--- config.mk ---
export PLATFORM = sky130hd
export DESIGN_NAME = adc_avg_decim_flat
export DESIGN_NICKNAME = d
export VERILOG_FILES = /design/src/rtl/adc_avg_decim_if.sv /design/src/rtl/adc_avg_decim.sv /design/src/flat_wrapper.sv
export SDC_FILE = /design/constraint.sdc
export NUM_CORES = 1
export LEC_CHECK = 0
export BUFFER_PORTS_ARGS = -buffer_cell sky130_fd_sc_hd__buf_2
export CELL_PAD_IN_SITES_DETAIL_PLACEMENT = 0
export CELL_PAD_IN_SITES_GLOBAL_PLACEMENT = 1
export CORE_ASPECT_RATIO = 1.5
export CORE_UTILIZATION = 30
export CTS_BUF_LIST = sky130_fd_sc_hd__clkbuf_4 sky130_fd_sc_hd__clkbuf_8
export CTS_CLUSTER_DIAMETER = 40
export DETAILED_ROUTE_END_ITERATION = 7
export PLACE_DENSITY_LB_ADDON = 0.2
export RECOVER_POWER = 100
export SETUP_SLACK_MARGIN = 0.2
export SYNTH_ARGS = -nofsm -noshare
export SYNTH_HDL_FRONTEND = slang
export SYNTH_SLANG_ARGS = --single-unit
export TNS_END_PERCENT = 1
--- constraint.sdc ---
create_clock -name clk_100 -period 2.8 [get_ports clk_100]
set_input_delay 0.84 -clock clk_100 [delete_from_list [all_inputs] [get_ports clk_100]]
set_output_delay 0.84 -clock clk_100 [all_outputs]
set_load 0.05 [all_outputs]
--- src/rtl/adc_avg_decim_if.sv ---
// Result handshake bundle between the averaging decimator and the packer stage.
interface adc_avg_decim_if #(
    parameter int DW = 16
);
    logic [DW-1:0] avg_data;
    logic          avg_valid;
    logic          avg_ready;

    modport master (output avg_data, output avg_valid, input avg_ready);
    modport slave  (input avg_data, input avg_valid, output avg_ready);
endinterface

--- src/rtl/adc_avg_decim.sv ---
// Boxcar average of 2^LOG2_N ADC samples, decimated to one word per window.
// Build option: define AVG_ROUND_EN for round-half-up with saturation instead of truncation.
module adc_avg_decim #(
    parameter int DW     = 16,
    parameter int LOG2_N = 3
) (
    input  logic                clk_100,
    input  logic                reset,
    input  logic                start,
    input  logic                cs_in,
    input  logic                en_in,
    input  logic [DW-1:0]       adc_data,
    adc_avg_decim_if.master     avg_if,
    output logic                overrun,
    output logic [LOG2_N-1:0]   win_cnt
);

`ifdef AVG_ROUND_EN
    localparam int ACC_W = DW + LOG2_N + 1;
    localparam logic [ACC_W-1:0] HALF = ACC_W'(1) << (LOG2_N - 1);
`else
    localparam int ACC_W = DW + LOG2_N;
`endif
    localparam logic [LOG2_N-1:0] WIN_LAST = '1;
    localparam logic [LOG2_N-1:0] WIN_ONE  = 1;

    typedef enum logic {IDLE, RUN} state_t;

    state_t             state_q, state_d;
    logic               cs_q;
    logic [ACC_W-1:0]   acc_q, acc_d;
    logic [LOG2_N-1:0]  win_q, win_d;
    logic [DW-1:0]      data_q, data_d;
    logic               valid_q, valid_d;
    logic               ovr_q, ovr_d;

    logic               strobe;
    logic [ACC_W-1:0]   sum;
    logic [ACC_W-1:0]   shifted;
    logic [DW-1:0]      result;
    logic               fire;

    assign strobe = cs_in & ~cs_q & en_in & start;
    assign sum    = acc_q + {{(ACC_W-DW){1'b0}}, adc_data};

    always_ff @(posedge clk_100) begin
        if (!reset) begin
            state_q <= IDLE;
        end else begin
            state_q <= state_d;
        end
    end

    always_comb begin
        state_d = state_q;
        case (state_q)
            IDLE:    if (start)  state_d = RUN;
            RUN:     if (!start) state_d = IDLE;
            default: state_d = IDLE;
        endcase
    end

    // Window sum becomes the mean; with rounding the extra accumulator bit absorbs the half-LSB add.
    always_comb begin
        shifted = '0;
        result  = '0;
`ifdef AVG_ROUND_EN
        shifted = (sum + HALF) >> LOG2_N;
        result  = (|shifted[ACC_W-1:DW]) ? '1 : shifted[DW-1:0];
`else
        shifted = sum >> LOG2_N;
        result  = shifted[DW-1:0];
`endif
    end

    always_comb begin
        acc_d   = acc_q;
        win_d   = win_q;
        data_d  = data_q;
        valid_d = valid_q;
        ovr_d   = ovr_q;
        fire    = 1'b0;
        if (state_q == RUN && start) begin
            if (strobe) begin
                if (win_q == WIN_LAST) begin
                    acc_d = '0;
                    win_d = '0;
                    fire  = 1'b1;
                end else begin
                    acc_d = sum;
                    win_d = win_q + WIN_ONE;
                end
            end
        end else begin
            acc_d = '0;
            win_d = '0;
        end
        // A new result may replace one that is being accepted in the same cycle.
        if (fire && (!valid_q || avg_if.avg_ready)) begin
            data_d  = result;
            valid_d = 1'b1;
        end else begin
            if (fire) begin
                ovr_d = 1'b1;
            end
            if (valid_q && avg_if.avg_ready) begin
                valid_d = 1'b0;
            end
        end
        if (!start) begin
            ovr_d = 1'b0;
        end
    end

    always_ff @(posedge clk_100) begin
        if (!reset) begin
            cs_q    <= 1'b0;
            acc_q   <= '0;
            win_q   <= '0;
            data_q  <= '0;
            valid_q <= 1'b0;
            ovr_q   <= 1'b0;
        end else begin
            cs_q    <= cs_in;
            acc_q   <= acc_d;
            win_q   <= win_d;
            data_q  <= data_d;
            valid_q <= valid_d;
            ovr_q   <= ovr_d;
        end
    end

    assign avg_if.avg_data  = data_q;
    assign avg_if.avg_valid = valid_q;
    assign overrun          = ovr_q;
    assign win_cnt          = win_q;

endmodule

--- src/flat_wrapper.sv ---
// flat-port wrapper written by rule: the top's interface ports become plain ports
module adc_avg_decim_flat 
#(
    parameter int DW     = 16,
    parameter int LOG2_N = 3
)
  (clk_100, reset, start, cs_in, en_in, adc_data, overrun, win_cnt, avg_if_avg_data, avg_if_avg_valid, avg_if_avg_ready);
  adc_avg_decim_if #(.DW(DW)) avg_if_i ();
  input  logic clk_100;
  input  logic reset;
  input  logic start;
  input  logic cs_in;
  input  logic en_in;
  input  logic [DW-1:0] adc_data;
  output logic overrun;
  output logic [LOG2_N-1:0] win_cnt;
  output wire logic [$bits(avg_if_i.avg_data)-1:0] avg_if_avg_data;
  output wire logic [$bits(avg_if_i.avg_valid)-1:0] avg_if_avg_valid;
  input wire logic [$bits(avg_if_i.avg_ready)-1:0] avg_if_avg_ready;
  assign avg_if_avg_data = avg_if_i.avg_data;
  assign avg_if_avg_valid = avg_if_i.avg_valid;
  assign avg_if_i.avg_ready = avg_if_avg_ready;
  adc_avg_decim #(.DW(DW), .LOG2_N(LOG2_N)) u_core (.clk_100(clk_100), .reset(reset), .start(start), .cs_in(cs_in), .en_in(en_in), .adc_data(adc_data), .avg_if(avg_if_i), .overrun(overrun), .win_cnt(win_cnt));
endmodule
==> impl_metrics.csv <==
group,metric,value,unit
status,outcome,"complete, no violations",
global_routing,antenna_found_initial,0,
yosys,synth-edff-count,0,
setup_path,path_cells,"buf_2 > ha_1 > inv_1 > fa_1 > nand2b_1 > a21o_1 > a211oi_2 > buf_4 > o41ai_2 > or4_1 > nand3_1",
global_routing,gr-usage-all-layers,0.184,
cts,ctsHtreeMaxLevel,2,
job,maxCapViolCount,0,
sta,fin_hold_ws,0.463,ns
drt,m1WireLength,3130,µm
cells_and_area,diodes,0,
worst_hold_path,min_from,"u_core.avg_if.avg_data[2]$_SDFFE_PN0P_",
cts,tritoncts.num_buffers,5,
yosys,synth_fp_nets,368,
pwr,totalPowerFinal,1230,µW
setup_path,cp_slowest_cell,"or4_1",
sta,tightest_slew,0.681,ns
setup_path,required,3.06,ns
yosys,synth_flop_cell,"dfxtp_1",
cts,clk_pin_slew_worst_paths,0.09,ns
yosys,synth.area.mux_share,0.0154,
worst_hold_path,hp-class,"flop to flop",
cts,root_buffer,"clkbuf_8",
setup_path,crit_path_end,"u_core.acc_q[14]$_SDFFE_PN0P_",
yosys,yosys-top-cells-count,"nand2_1, dfxtp_1, a21oi_1",
yosys,ys_seq_area_frac,0.324,
yosys,synth_warnings,0,
yosys,synth_top_family_by_area,"simple AND/OR/NAND/NOR gates",
sta,hold_violations,0,
setup_path,crit_path_end_kind,"flop",
die,initial_core_util,0.308,
cells_and_area,fin_util,0.382,
sta,setup_violations,0,
setup_path,cp.arrival,2.86,ns
yosys,netlist_area,0.00259,mm²
setup_path,cpPeakStageDelay,0.41,ns
pwr,p_leak,0.00132,µW
global_routing,grt_overflow_total,0,
cts,clockBufferDepth,2,
cts,cts_sinks,42,
cts,clk_latency,0.31,ns
drt,wire_per_inst,15.0,µm
cells_and_area,finalNonFillerCells,504,
placed_design,dp_hpwl,5960,µm
pwr,irDropWorstVdd,287,µV
drt,maxUsedRoutingLayer,"met4",
setup_path,critical_path_class,"input port to flop",
drt,route.met3.wl,202,µm
drt,wl_met2,3930,µm
yosys,synth_compound_area_frac,0.217,
yosys,synth_top_area_frac,0.324,
sta,timing.fmax,384,MHz
setup_path,worstRegToRegCells,10,
setup_path,startpoint,"adc_data[0]",
global_routing,grt_start_max_net_pins,22,
setup_path,crit_fanout,3,
setup_path,cpLargestDelayFamily,"simple AND/OR/NAND/NOR gates",
pwr,p_per_area,381,mW/mm²
yosys,async_reset_ff_frac,0,
yosys,postSynthAreaPerCell,7.94,µm²
cells_and_area,syn_to_final_growth,23.9,%
sta,rsz0062_at_grt,"true",
sta,timing.final.crit_share,0.930,
setup_path,rr_endpoint,"u_core.acc_q[14]$_SDFFE_PN0P_",
drt,drc_errors,0,
cts,cts_tree,"done",
yosys,yosys-top-cells-area,"dfxtp_1, ha_1, nand2_1",
drt,viasPerCell,5.18,
sta,slew_violations,0,
setup_path,crit_buf_inv,3,
yosys,synthAdderAreaFrac,0.0945,
die,num_rows,41,
yosys,synth_cell_types,50,
die,die_area,0.00903,mm²
cells_and_area,nets,437,
sta,clock_skew,0.00973,ns
drt,finalWirelength,7570,µm
setup_path,cp-start-kind,"input port",
drt,ant_nets,0,
yosys,synth_top_area_cell,"dfxtp_1",
die,core_area,0.00841,mm²
yosys,ys_seq_elements,42,
yosys,synthSimpleGateAreaFrac,0.280,
placed_design,dp_cells,496,
cells_and_area,drive_above_1_share,0.164,
global_routing,grt_pass1_vias,2695,
die,die_height,116,µm
die,ios,43,
setup_path,cp.depth,11,
setup_path,rr_startpoint,"u_core.acc_q[0]$_SDFFE_PN0P_",
yosys,synth.most_common_cell,"nand2_1",
setup_path,reg2reg_slack,0.47,ns
placed_design,port_buffers,42,
yosys,syn-instance-count,327,
sta,slew-limit-headroom,0.546,
yosys,synth-xor-area-share,0.0270,
die,dieWidth,77.9,µm
drt,num_vias,2610,
drt,first_iter_violations,118,
sta,min_period,2.60,ns
drt,drt_pass1_iterations,4,
global_routing,grt_first_pass_wirelength,12700,µm
placed_design,place_congestion,0.792,
==> flip-flops by register name, summed over array words and instances (netlist names) <==
| signal | count |
|---|---|
| u_core.avg_if.avg_data | 16 |
| u_core.state_q | 1 |
| u_core.cs_q | 1 |
| u_core.acc_q | 19 |
| u_core.win_cnt | 3 |
| u_core.overrun | 1 |
| u_core.avg_if.avg_valid | 1 |
==> placed cells by master, fill, tap and decap left out, types with 3 or more instances in the layout <==
cell type / count
nand2_1: 51
dfxtp_1: 42
buf_4: 31
a21oi_1: 28
clkbuf_1: 28
nor2_1: 23
buf_2: 19
ha_1: 18
nand3_1: 17
o21ai_0: 9
nand4_1: 8
inv_1: 7
o21ai_1: 7
nor2b_1: 6
and3_1: 6
nor3_1: 5
nor3b_1: 5
xor2_1: 5
nor4_1: 5
a22oi_1: 5
clkbuf_8: 5
nand2b_1: 4
o211ai_1: 4
or3_1: 4
mux2i_1: 4
o31ai_1: 4
and2_0: 3
a21o_1: 3
or4_1: 3
xnor2_1: 3
a32oi_1: 3
clkbuf_4: 3
==> power by group <==
group,switching [µW],internal [µW],total [µW]
registers,1.10,599,600
logic,69.8,50.6,120
clock network,229,276,505
total,300,926,1230
==> cell type report <==
class / count / area [µm²]
inverter: 7 / 26.3
fill: 936 / 5200
clock buffer: 6 / 76.3
timing repair buffer: 80 / 448
clock inverter: 2 / 37.5
sequential: 42 / 841
multi-input combinational: 260 / 1650
tap: 107 / 134
==> how the worst min path moves through the flow <==
stage                                             end  cells past startpoint  slack, ns
3_5_place_dp            u_core.acc_q[11]$_SDFFE_PN0P_                      2       0.45
4_1_cts        u_core.avg_if.avg_data[2]$_SDFFE_PN0P_                      2       0.46
5_1_grt                  u_core.acc_q[0]$_SDFFE_PN0P_                      2       0.47
6_report       u_core.avg_if.avg_data[2]$_SDFFE_PN0P_                      2       0.46
3_3_place_gp   u_core.avg_if.avg_data[3]$_SDFFE_PN0P_                      2       0.44
2_1_floorplan           u_core.acc_q[10]$_SDFFE_PN0P_                      2       0.43
==> cells by family (layout without fill, tap and decap cells) <==
group,Yosys count,count (layout)
buf+inv,25,95
simple gates,147,147
compound gates,82,82
flops,42,42
mux,4,4
fa+ha+maj,19,19
xor+xnor,8,8
==> per-layer routing <==
metal	GRT usage	vias to the layer above
li1	-	1331
met1	0.197	1211
met2	0.340	52
met3	0.0299	16
met4	0.106	0
met5	0	-
==> per-stage QoR <==
stage	cell area, µm²	setup slack (ns)	setup TNS [ns]
4_1_cts	3270	0.224	0
5_1_grt	3220	0.0904	0
6_report	3220	0.196	0
3_3_place_gp	3160	-0.0714	-0.139
3_5_place_dp	3160	-0.0958	-0.195
2_1_floorplan	2610	0.116	0
==> worst min-delay path, stage by stage (launching register included) <==
cell and delay (ns):
dfxtp_1 0.32, nand2_1 0.05, a21oi_1 0.05
==> timing repair <==
| action | 4_1_cts | 5_1_grt |
|---|---|---|
| hold buffers | 0 | 0 |
| buffers inserted | 0 | 0 |
| setup endpoints to repair | 0 | 4 |
| resized for setup | 0 | 0 |
Power figures use the tool's default switching activity.
